File: config.mk
export PLATFORM = sky130hd
export DESIGN_NAME = embcpumem_nios2_qsys_0_oci_dct_packer_flat
export DESIGN_NICKNAME = d
export VERILOG_FILES = /design/src/rtl/embcpumem_nios2_qsys_0_oci_dct_packer_if.sv /design/src/rtl/embcpumem_nios2_qsys_0_oci_dct_packer.sv /design/src/flat_wrapper.sv
export SDC_FILE = /design/constraint.sdc
export NUM_CORES = 1
export LEC_CHECK = 0
export CAP_MARGIN = 10
export CORE_UTILIZATION = 30
export CTS_BUF_LIST = sky130_fd_sc_hd__clkbuf_8
export CTS_CLUSTER_DIAMETER = 60
export DETAILED_ROUTE_END_ITERATION = 10
export PLACE_DENSITY = 0.59
export SLEW_MARGIN = 5
export SYNTH_ARGS = -nofsm -noshare
export SYNTH_HDL_FRONTEND = slang
export SYNTH_SLANG_ARGS = --single-unit
File: constraint.sdc
create_clock -name clk -period 3.75 [get_ports clk]
set_input_delay 0.375 -clock clk [delete_from_list [all_inputs] [get_ports clk]]
set_output_delay 0.375 -clock clk [all_outputs]
set_load 0.05 [all_outputs]
File: src/rtl/embcpumem_nios2_qsys_0_oci_dct_packer_if.sv
// Trace-atom packer bus: atom input handshake, packed-word output handshake
// and session-end status.
interface embcpumem_nios2_qsys_0_oci_dct_packer_if;
  logic        atom_valid;
  logic [2:0]  atom_data;
  logic        atom_ready;
  logic        flush;
  logic        end_req;
  logic [29:0] dct_buffer;
  logic [3:0]  dct_count;
  logic        dct_valid;
  logic        dct_ready;
  logic        test_ending;
  logic        test_has_ended;

  modport master (
    output atom_valid, atom_data, flush, end_req, dct_ready,
    input  atom_ready, dct_buffer, dct_count, dct_valid, test_ending, test_has_ended
  );

  modport slave (
    input  atom_valid, atom_data, flush, end_req, dct_ready,
    output atom_ready, dct_buffer, dct_count, dct_valid, test_ending, test_has_ended
  );
endinterface

File: src/rtl/embcpumem_nios2_qsys_0_oci_dct_packer.sv
// Packs 3-bit trace atoms into 30-bit words of up to ten atoms, with flush,
// idle auto-flush and an orderly end-of-session drain.
module embcpumem_nios2_qsys_0_oci_dct_packer #(
  parameter int IDLE_FLUSH_CYCLES = 64
) (
  input  logic clk,
  input  logic reset_n,
  embcpumem_nios2_qsys_0_oci_dct_packer_if.slave bus
);

  typedef enum logic [1:0] {RUN = 2'd0, ENDING = 2'd1, ENDED = 2'd2} state_e;

  localparam int TW = (IDLE_FLUSH_CYCLES > 1) ? $clog2(IDLE_FLUSH_CYCLES + 1) : 1;
  localparam logic [TW-1:0] IDLE_LIM = TW'(IDLE_FLUSH_CYCLES);

  state_e      state_q, state_d;
  logic [29:0] acc_q, acc_d;
  logic [3:0]  acc_cnt_q, acc_cnt_d;
  logic        close_pend_q, close_pend_d;
  logic [TW-1:0] timer_q, timer_d;
  logic [29:0] buf_q, buf_d;
  logic [3:0]  cnt_q, cnt_d;
  logic        vld_q, vld_d;

  logic slot_free, accept, close_req, close_fire, idle_hit, pend_set;
  logic atom_ready_int, ending_int, ended_int;

  assign slot_free  = !vld_q || bus.dct_ready;
  assign accept     = bus.atom_valid && atom_ready_int;
  assign close_req  = (acc_cnt_q == 4'd10) || (close_pend_q && (acc_cnt_q != 4'd0));
  assign close_fire = close_req && slot_free;

  always_ff @(posedge clk or negedge reset_n) begin
    if (!reset_n) begin
      state_q <= RUN;
    end else begin
      state_q <= state_d;
    end
  end

  always_comb begin
    state_d = state_q;
    unique case (state_q)
      RUN:     if (bus.end_req) state_d = ENDING;
      ENDING:  if ((acc_cnt_q == 4'd0) && !vld_q) state_d = ENDED;
      ENDED:   state_d = ENDED;
      default: state_d = RUN;
    endcase
  end

  always_comb begin
    atom_ready_int = 1'b0;
    ending_int     = 1'b0;
    ended_int      = 1'b0;
    unique case (state_q)
      RUN:     atom_ready_int = (acc_cnt_q < 4'd10) || slot_free;
      ENDING:  ending_int = 1'b1;
      ENDED:   begin
        ending_int = 1'b1;
        ended_int  = 1'b1;
      end
      default: atom_ready_int = 1'b0;
    endcase
  end

  // A full word closing in the same cycle as an accept frees slot 0 for that atom.
  always_comb begin
    acc_d     = acc_q;
    acc_cnt_d = acc_cnt_q;
    if (close_fire) begin
      acc_d     = '0;
      acc_cnt_d = 4'd0;
    end
    if (accept) begin
      for (int k = 0; k < 10; k++) begin
        if (4'(k) == acc_cnt_d) acc_d[3*k +: 3] = bus.atom_data;
      end
      acc_cnt_d = acc_cnt_d + 4'd1;
    end

    buf_d = buf_q;
    cnt_d = cnt_q;
    vld_d = vld_q;
    if (close_fire) begin
      buf_d = acc_q;
      cnt_d = acc_cnt_q;
      vld_d = 1'b1;
    end else if (bus.dct_ready) begin
      vld_d = 1'b0;
    end

    timer_d = timer_q;
    if ((IDLE_FLUSH_CYCLES == 0) || accept || close_fire || (acc_cnt_q == 4'd0)) begin
      timer_d = '0;
    end else if (timer_q != IDLE_LIM) begin
      timer_d = timer_q + TW'(1);
    end
    idle_hit = (IDLE_FLUSH_CYCLES != 0) && (timer_d == IDLE_LIM);

    // A close request against an empty accumulator is dropped so no empty word can form.
    pend_set     = bus.flush || (bus.end_req && (state_q == RUN)) || idle_hit;
    close_pend_d = ((close_pend_q && !close_fire) || pend_set) && (acc_cnt_d != 4'd0);
  end

  always_ff @(posedge clk or negedge reset_n) begin
    if (!reset_n) begin
      acc_q        <= '0;
      acc_cnt_q    <= 4'd0;
      close_pend_q <= 1'b0;
      timer_q      <= '0;
      buf_q        <= '0;
      cnt_q        <= 4'd0;
      vld_q        <= 1'b0;
    end else begin
      acc_q        <= acc_d;
      acc_cnt_q    <= acc_cnt_d;
      close_pend_q <= close_pend_d;
      timer_q      <= timer_d;
      buf_q        <= buf_d;
      cnt_q        <= cnt_d;
      vld_q        <= vld_d;
    end
  end

  assign bus.atom_ready     = atom_ready_int && reset_n;
  assign bus.dct_buffer     = buf_q;
  assign bus.dct_count      = cnt_q;
  assign bus.dct_valid      = vld_q;
  assign bus.test_ending    = ending_int;
  assign bus.test_has_ended = ended_int;

endmodule

File: src/flat_wrapper.sv
// flat-port wrapper written by rule: the top's interface ports become plain ports
module embcpumem_nios2_qsys_0_oci_dct_packer_flat 
#(
  parameter int IDLE_FLUSH_CYCLES = 64
)
  (clk, reset_n, bus_atom_valid, bus_atom_data, bus_flush, bus_end_req, bus_dct_ready, bus_atom_ready, bus_dct_buffer, bus_dct_count, bus_dct_valid, bus_test_ending, bus_test_has_ended);
  embcpumem_nios2_qsys_0_oci_dct_packer_if bus_i ();
  input  logic clk;
  input  logic reset_n;
  input wire logic [$bits(bus_i.atom_valid)-1:0] bus_atom_valid;
  input wire logic [$bits(bus_i.atom_data)-1:0] bus_atom_data;
  input wire logic [$bits(bus_i.flush)-1:0] bus_flush;
  input wire logic [$bits(bus_i.end_req)-1:0] bus_end_req;
  input wire logic [$bits(bus_i.dct_ready)-1:0] bus_dct_ready;
  output wire logic [$bits(bus_i.atom_ready)-1:0] bus_atom_ready;
  output wire logic [$bits(bus_i.dct_buffer)-1:0] bus_dct_buffer;
  output wire logic [$bits(bus_i.dct_count)-1:0] bus_dct_count;
  output wire logic [$bits(bus_i.dct_valid)-1:0] bus_dct_valid;
  output wire logic [$bits(bus_i.test_ending)-1:0] bus_test_ending;
  output wire logic [$bits(bus_i.test_has_ended)-1:0] bus_test_has_ended;
  assign bus_i.atom_valid = bus_atom_valid;
  assign bus_i.atom_data = bus_atom_data;
  assign bus_i.flush = bus_flush;
  assign bus_i.end_req = bus_end_req;
  assign bus_i.dct_ready = bus_dct_ready;
  assign bus_atom_ready = bus_i.atom_ready;
  assign bus_dct_buffer = bus_i.dct_buffer;
  assign bus_dct_count = bus_i.dct_count;
  assign bus_dct_valid = bus_i.dct_valid;
  assign bus_test_ending = bus_i.test_ending;
  assign bus_test_has_ended = bus_i.test_has_ended;
  embcpumem_nios2_qsys_0_oci_dct_packer #(.IDLE_FLUSH_CYCLES(IDLE_FLUSH_CYCLES)) u_core (.clk(clk), .reset_n(reset_n), .bus(bus_i));
endmodule
; ---- Yosys cells after proc, flatten, opt, wreduce, memory -nomap -nowiden
; Index checks and enable logic that the tools add are counted.
[word_totals]
input_bits = 9
register_bits = 79
output_inout_bits = 38
wordCells = 77
[op_classes]
order_cmp = 1
reduce_logical = 26
muxes = 24
n_eq_ne = 16
add_sub_neg = 2
[op_table]
columns = op, count
row1 = 2-to-1 mux 30 bit, 2
row2 = 2-to-1 mux 3 bit, 10
row3 = "== test 3 x 4 -> 1 bit, first input constant", 4
row4 = 2-to-1 mux 7 bit, 2
row5 = "== test 2 x 4 -> 1 bit, first input constant", 2
row6 = "== test 4 bit, first input constant", 2
row7 = logical AND 1 bit, 8
row8 = zero test 4 bit, 2
row9 = logical OR 1 bit, 8
row10 = 2-to-1 mux 4 bit, 2
row11 = nonzero test 4 bit, 2
row12 = "adder 7 x 1 -> 7 bit, second input constant", 1
row13 = "== test 7 bit, second input constant", 1
row14 = "!= test 7 bit, second input constant", 1
row15 = one-hot mux 2 bit (3 select lines), 1
row16 = 2-to-1 mux 1 bit, 5
row17 = "adder 4 x 1 -> 4 bit, second input constant", 1
row18 = "== test 1 x 4 -> 1 bit, first input constant", 1
row19 = "== test 4 bit, second input constant", 1
row20 = "less-than comparator 4 bit, second input constant", 1
row21 = 2-to-1 mux 2 bit, 2
row22 = "== test 2 x 1 -> 1 bit, second input constant", 1
row23 = "== test 2 bit, second input constant", 1
row24 = zero test 1 bit, 2
row25 = other kinds (6), 6

; ---- Logic depth before layout (Yosys ltp)
[depth]
word_depth = 12
ltp_mapped = 12
mapped_depth_nobuf = 10

; ---- Least setup slack after synthesis
; OpenSTA, ideal clock, no wires.
[synth_timing]
path_type = register -> register
startpoint = register u_core.vld_q, in the netlist u_core.bus.dct_valid
endpoint = register u_core.close_pend_q
required_time_ns = 3.602
path_stages_with_launch = 11
setup_time_ns = 0.148
t_arrival_ns = 2.523
period_less_slack_ns = 2.671
setup_slack_ns = 1.079
path_cell_list = dfrtp_1 > nor2b_1 > or3_4 > buf_8 > nand2_2 > ha_1 > nand2b_1 > a2111oi_0 > a21oi_1 > o211ai_1 > a2bb2oi_1
[synth_via]
elab_chain_len = 12
word_cells_on_any_way = 19
classes_between = add/sub (1) / eq/ne (1) / mux (4) / reduce/logical (13)
[synth_lines]
columns = item, line_no
row1 = start: declaration, embcpumem_nios2_qsys_0_oci_dct_packer.sv:23  ; logic vld_q, vld_d;
row2 = start signal: assignment, embcpumem_nios2_qsys_0_oci_dct_packer.sv:121  ; vld_q <= vld_d;
row3 = zero test 1 bit *, embcpumem_nios2_qsys_0_oci_dct_packer.sv:28  ; assign slot_free = !vld_q || bus.dct_ready;
row4 = logical OR 1 bit *, embcpumem_nios2_qsys_0_oci_dct_packer.sv:28
row5 = "parallel branches: the longest is 9 deep, another holds adder 4 x 1 -> 4 bit", -
row6 = logical AND 1 bit *, embcpumem_nios2_qsys_0_oci_dct_packer.sv:102  ; close_pend_d = ((close_pend_q && !close_fire) || pend_set) && (acc_cnt_d != 4'd0);
row7 = net u_core.close_pend_d, embcpumem_nios2_qsys_0_oci_dct_packer.sv:19  ; logic close_pend_q, close_pend_d;
row8 = end signal: assignment, embcpumem_nios2_qsys_0_oci_dct_packer.sv:117  ; close_pend_q <= close_pend_d;
row9 = end: declaration, embcpumem_nios2_qsys_0_oci_dct_packer.sv:19
; Mark *: on every way through the listed nets, which the timed path passes.
; A chain may end at the register's enable or synchronous reset.

; ---- Worst setup path after layout
[layout_timing]
startpoint = register u_core.acc_cnt_q[3]
endpoint = register u_core.close_pend_q
[layout_via]
elab_chain_len = 11
word_cells_on_any_way = 23
classes_between = add/sub (1) / order compare (1) / eq/ne (2) / mux (4) / reduce/logical (15)
[layout_lines]
columns = item, line_no
row1 = start: declaration, embcpumem_nios2_qsys_0_oci_dct_packer.sv:18  ; logic [3:0] acc_cnt_q, acc_cnt_d;
row2 = start signal: assignment, embcpumem_nios2_qsys_0_oci_dct_packer.sv:116  ; acc_cnt_q <= acc_cnt_d;
row3 = less-than comparator 4 bit or nonzero test 4 bit (tied branches), "embcpumem_nios2_qsys_0_oci_dct_packer.sv:56, embcpumem_nios2_qsys_0_oci_dct_packer.sv:30"
row4 = logical OR 1 bit or logical AND 1 bit (tied branches), "embcpumem_nios2_qsys_0_oci_dct_packer.sv:56, embcpumem_nios2_qsys_0_oci_dct_packer.sv:30"
row5 = 2-to-1 mux 1 bit or logical OR 1 bit (tied branches), "embcpumem_nios2_qsys_0_oci_dct_packer.sv:55, embcpumem_nios2_qsys_0_oci_dct_packer.sv:30"
row6 = "logical AND 1 bit, on equally long branches", "embcpumem_nios2_qsys_0_oci_dct_packer.sv:29, embcpumem_nios2_qsys_0_oci_dct_packer.sv:31"
row7 = logical OR 1 bit (2 in a row), embcpumem_nios2_qsys_0_oci_dct_packer.sv:93  ; if ((IDLE_FLUSH_CYCLES == 0) || accept || close_fire || (acc_cnt_q == 4'd0)) begin
row8 = 2-to-1 mux 7 bit, embcpumem_nios2_qsys_0_oci_dct_packer.sv:93
row9 = == test 7 bit, embcpumem_nios2_qsys_0_oci_dct_packer.sv:98  ; idle_hit = (IDLE_FLUSH_CYCLES != 0) && (timer_d == IDLE_LIM);
row10 = logical OR 1 bit, embcpumem_nios2_qsys_0_oci_dct_packer.sv:101  ; pend_set = bus.flush || (bus.end_req && (state_q == RUN)) || idle_hit;
row11 = logical OR 1 bit, embcpumem_nios2_qsys_0_oci_dct_packer.sv:102
row12 = logical AND 1 bit *, embcpumem_nios2_qsys_0_oci_dct_packer.sv:102
row13 = net u_core.close_pend_d, embcpumem_nios2_qsys_0_oci_dct_packer.sv:19
; The timed path passes the listed nets; every way through them passes the cells marked *.

==> run_results.csv <==
group,metric,value,unit
critical_path,arrival,3220,ps
critical_path,worst_r2r_path_depth,10,
sta,final.period_utilization,80.6,%
yosys,synth_warnings,0,
critical_path,crit_chain,"or3_4 > a21oi_2 > or3_4 > nand2_2 > ha_1 > nand2b_1 > a2111oi_0 > a21oi_1 > o211ai_1 > a2bb2oi_1",
critical_path,path_class,"reg -> reg",
finish,final_cells,580,
clocking,cts_resized,0,
sta,slew_headroom,38.4,%
critical_path,setup.worst_path.start_class,"flop",
hold_path,worstHoldStart,"u_core.acc_q[10]$_DFF_PN0_",
critical_path,crit_slowest_cell,"dfrtp_1",
placed_design,io_buffers,46,
sta,worst_pin_slew,921,ps
finish,nFillCells,1219,
die,io_pins,47,
sta,setup_violations,0,
route,top_layer,"met4",
sta,hold_viol,0,
clocking,cts_sinks,79,
yosys,ys_ff_latch,79,
yosys,syn_inst,385,
die,start_util,31.4,%
critical_path,reg2reg_from,"u_core.acc_cnt_q[3]$_DFF_PN0_",
sta,hold_ws,471,ps
sta,rsz0062_at_grt,"false",
sta,period_needed,3020,ps
critical_path,path_delay_family,"simple AND/OR/NAND/NOR gates",
clocking,cts_root_buffer,"clkbuf_8",
grt,grt_pass1_vias,2756,
clocking,clk_latency,350,ps
sta,fmax,331,MHz
critical_path,slowest_delay,540,ps
yosys,syn_nets,404,
hold_path,hold_path_end,"u_core.bus.dct_buffer[10]$_DFFE_PN0P_",
route,drt-total-wl,7680,um
clocking,clk_pin_slew,70,ps
clocking,cts_htree_levels,3,
status,violations,"DRC",
hold_path,whs_path_depth,2,
critical_path,r2r_setup_slack,730,ps
finish,multi_input_area,1540,um2
route,wl_met2,3620,um
yosys,ys_seq_area_share,54.2,%
pwr,vdd_drop_max,0.000303,V
die,dieArea,12600,um2
clocking,clock_path_buffers,2,
job,cap_violations,0,
sta,slew_violations,0,
hold_path,hp-class,"reg -> reg",
die,die_x,112,um
grt,grt_max_degree,43,
critical_path,crit_path_frequent_cell,"or3_4",
finish,drive_gt1_share,7.32,%
placed_design,dp.cells,564,
yosys,synthFlopType,"dfrtp_1",
grt,antenna_found_initial,0,
sta,finalClockSkew,7.75,ps
die,rows,39,
route,drc,4,
finish,area.growth.synth_to_final,20.8,%
route,drtIter0Drc,166,
critical_path,cp_data_required_time,3950,ps
pwr,p_leak,2.21,nW
finish,n_antenna_cell,0,
route,vias,2708,
route,via_per_inst,4.67,
die,die_height,112,um
pwr,p_per_area,762,nW/um2
route,met1_length,3690,um
grt,grt_pass1_wl,13300,um
yosys,syn_area_per_cell,9.48,um2
yosys,synth.distinct_cells,48,
finish,nets,452,
grt,grt_usage,13.2,%
placed_design,gp_congestion,0.808,
yosys,synthArstFlopShare,100,%
critical_path,crit_buf_inv,0,
clocking,cts_tree,"built",
route,dr_wl_met3,285,um
yosys,synth-edff-count,0,
critical_path,worstPathMaxFanout,20,
route,wl_per_cell,13.2,um
yosys,syn-cell-area,3650,um2
clocking,cts_buffers,9,
finish,seq_area,1980,um2
critical_path,end_kind,"flop",
route,drt_pass1_iterations,7,
die,fp.coreArea,11600,um2
route,postRouteAntennaNets,0,
clocking,post_cts_buffers,0,
status,status,"finished, violations left",
sta,setup_tns,0,ps
grt,overflow,0,
pwr,finalPower,3.36,mW
critical_path,r2r-end,"u_core.close_pend_q$_DFF_PN0_",
placed_design,dp_hpwl,5270,um
worst min-delay path, cell delays in order (launching register included):
cell	delay [ps]
dfrtp_1	340
nand2_1	50
nand2_1	50
routing by layer:
metal  vias to the layer above  global-route usage, %
met2                        42                   21.2
li1                       1352                      -
met4                         0                   3.91
met5                         -                      0
met1                      1305                   17.4
met3                         9                   3.94
cell usage after synthesis (all sizes together) (3+ instances only):
| master | number | share of area [%] |
|---|---|---|
| a21oi | 19 | 2.7 |
| buf | 7 | 1.8 |
| clkbuf | 8 | 0.82 |
| dfrtp | 79 | 54 |
| ha | 10 | 3.4 |
| inv | 11 | 1.1 |
| mux2i | 18 | 4.9 |
| nand2 | 144 | 15 |
| nand2b | 3 | 0.51 |
| nand3 | 17 | 2.3 |
| nor2 | 17 | 1.7 |
| nor2b | 3 | 0.51 |
| nor3 | 3 | 0.55 |
| o21ai | 8 | 1.1 |
| or3 | 3 | 0.79 |
| xnor2 | 5 | 1.2 |
| xor2 | 4 | 0.96 |
kinds of logic (layout without fill, tap and decap cells):
kind of cell             count (synthesis)  after routing  synth area share (%)
AO/OA/AOI/OAI                           40             40                  7.03
XOR/XNOR                                 9              9                  2.16
adder cells (fa/ha/maj)                 10             10                  3.43
buffers and inverters                   26             78                  3.77
flip-flops                              79             79                  54.2
multiplexers                            20             20                  5.55
AND/OR/NAND/NOR                        201            201                  23.9
where the power goes:
part | switching [mW] | internal, mW
sequential | 0.188 | 1.09
clock | 0.300 | 0.249
combinational | 1.00 | 0.532
timing repair:
item,in CTS,in global routing
hold buffers,1,0
setup endpoints to repair,0,0
hold endpoints to repair,37,0
how the worst max path moves through the flow:
| stage | startpoint | end | slack [ps] | depth (start not counted) |
|---|---|---|---|---|
| floorplan | u_core.bus.dct_valid$_DFFE_PN0P_ | u_core.close_pend_q$_DFF_PN0_ | 1080 | 10 |
| global placement | bus_dct_ready | u_core.close_pend_q$_DFF_PN0_ | 750 | 11 |
| detailed placement | u_core.acc_cnt_q[3]$_DFF_PN0_ | u_core.close_pend_q$_DFF_PN0_ | 720 | 10 |
| CTS | u_core.acc_cnt_q[3]$_DFF_PN0_ | u_core.close_pend_q$_DFF_PN0_ | 710 | 10 |
| global route | u_core.acc_cnt_q[3]$_DFF_PN0_ | u_core.close_pend_q$_DFF_PN0_ | 440 | 10 |
| finish | u_core.acc_cnt_q[3]$_DFF_PN0_ | u_core.close_pend_q$_DFF_PN0_ | 730 | 10 |
placed cells by master (no fill, tap or decap), types with 2 or more instances in the layout:
cell and n:
clkinv_2 3, nor3_1 2, nand2b_1 3, inv_1 12, xor2_1 4, mux2i_1 18, nor4b_1 2, clkbuf_8 10
and3_1 2, mux2_2 2, o21ai_0 7, nand3_1 17, nor2b_1 3, or2_2 2, or3_4 2, nand2_1 142
dfrtp_1 79, ha_1 10, xnor2_1 5, nor2_1 17, a21oi_1 18, buf_4 6, clkdlybuf4s50_1 45
registers in the layout (all words and copies together) (netlist names):
name / flops
u_core.bus.dct_buffer: 30
u_core.state_q: 2
u_core.bus.dct_valid: 1
u_core.acc_cnt_q: 4
u_core.timer_q: 7
u_core.acc_q: 30
u_core.bus.dct_count: 4
u_core.close_pend_q: 1
stage by stage:
stage / util (%) / worst slack (ps) / area, um2
2_1_floorplan: - / 1080 / 3650
3_3_place_gp: 36.5 / 752 / 4230
3_5_place_dp: 36.5 / 722 / 4230
4_1_cts: 38.0 / 711 / 4410
5_1_grt: 38.0 / 440 / 4410
6_report: 38.0 / 728 / 4410
cell type report:
cell class	instances	area share, %
Clock buffer	10	3.12
Clock inverter	5	0.596
Inverter	11	0.937
Multi-Input combinational cell	280	35.0
Sequential cell	79	44.8
Tap cell	143	4.06
Timing Repair Buffer	52	11.5
(Power assumes the default switching activity.)
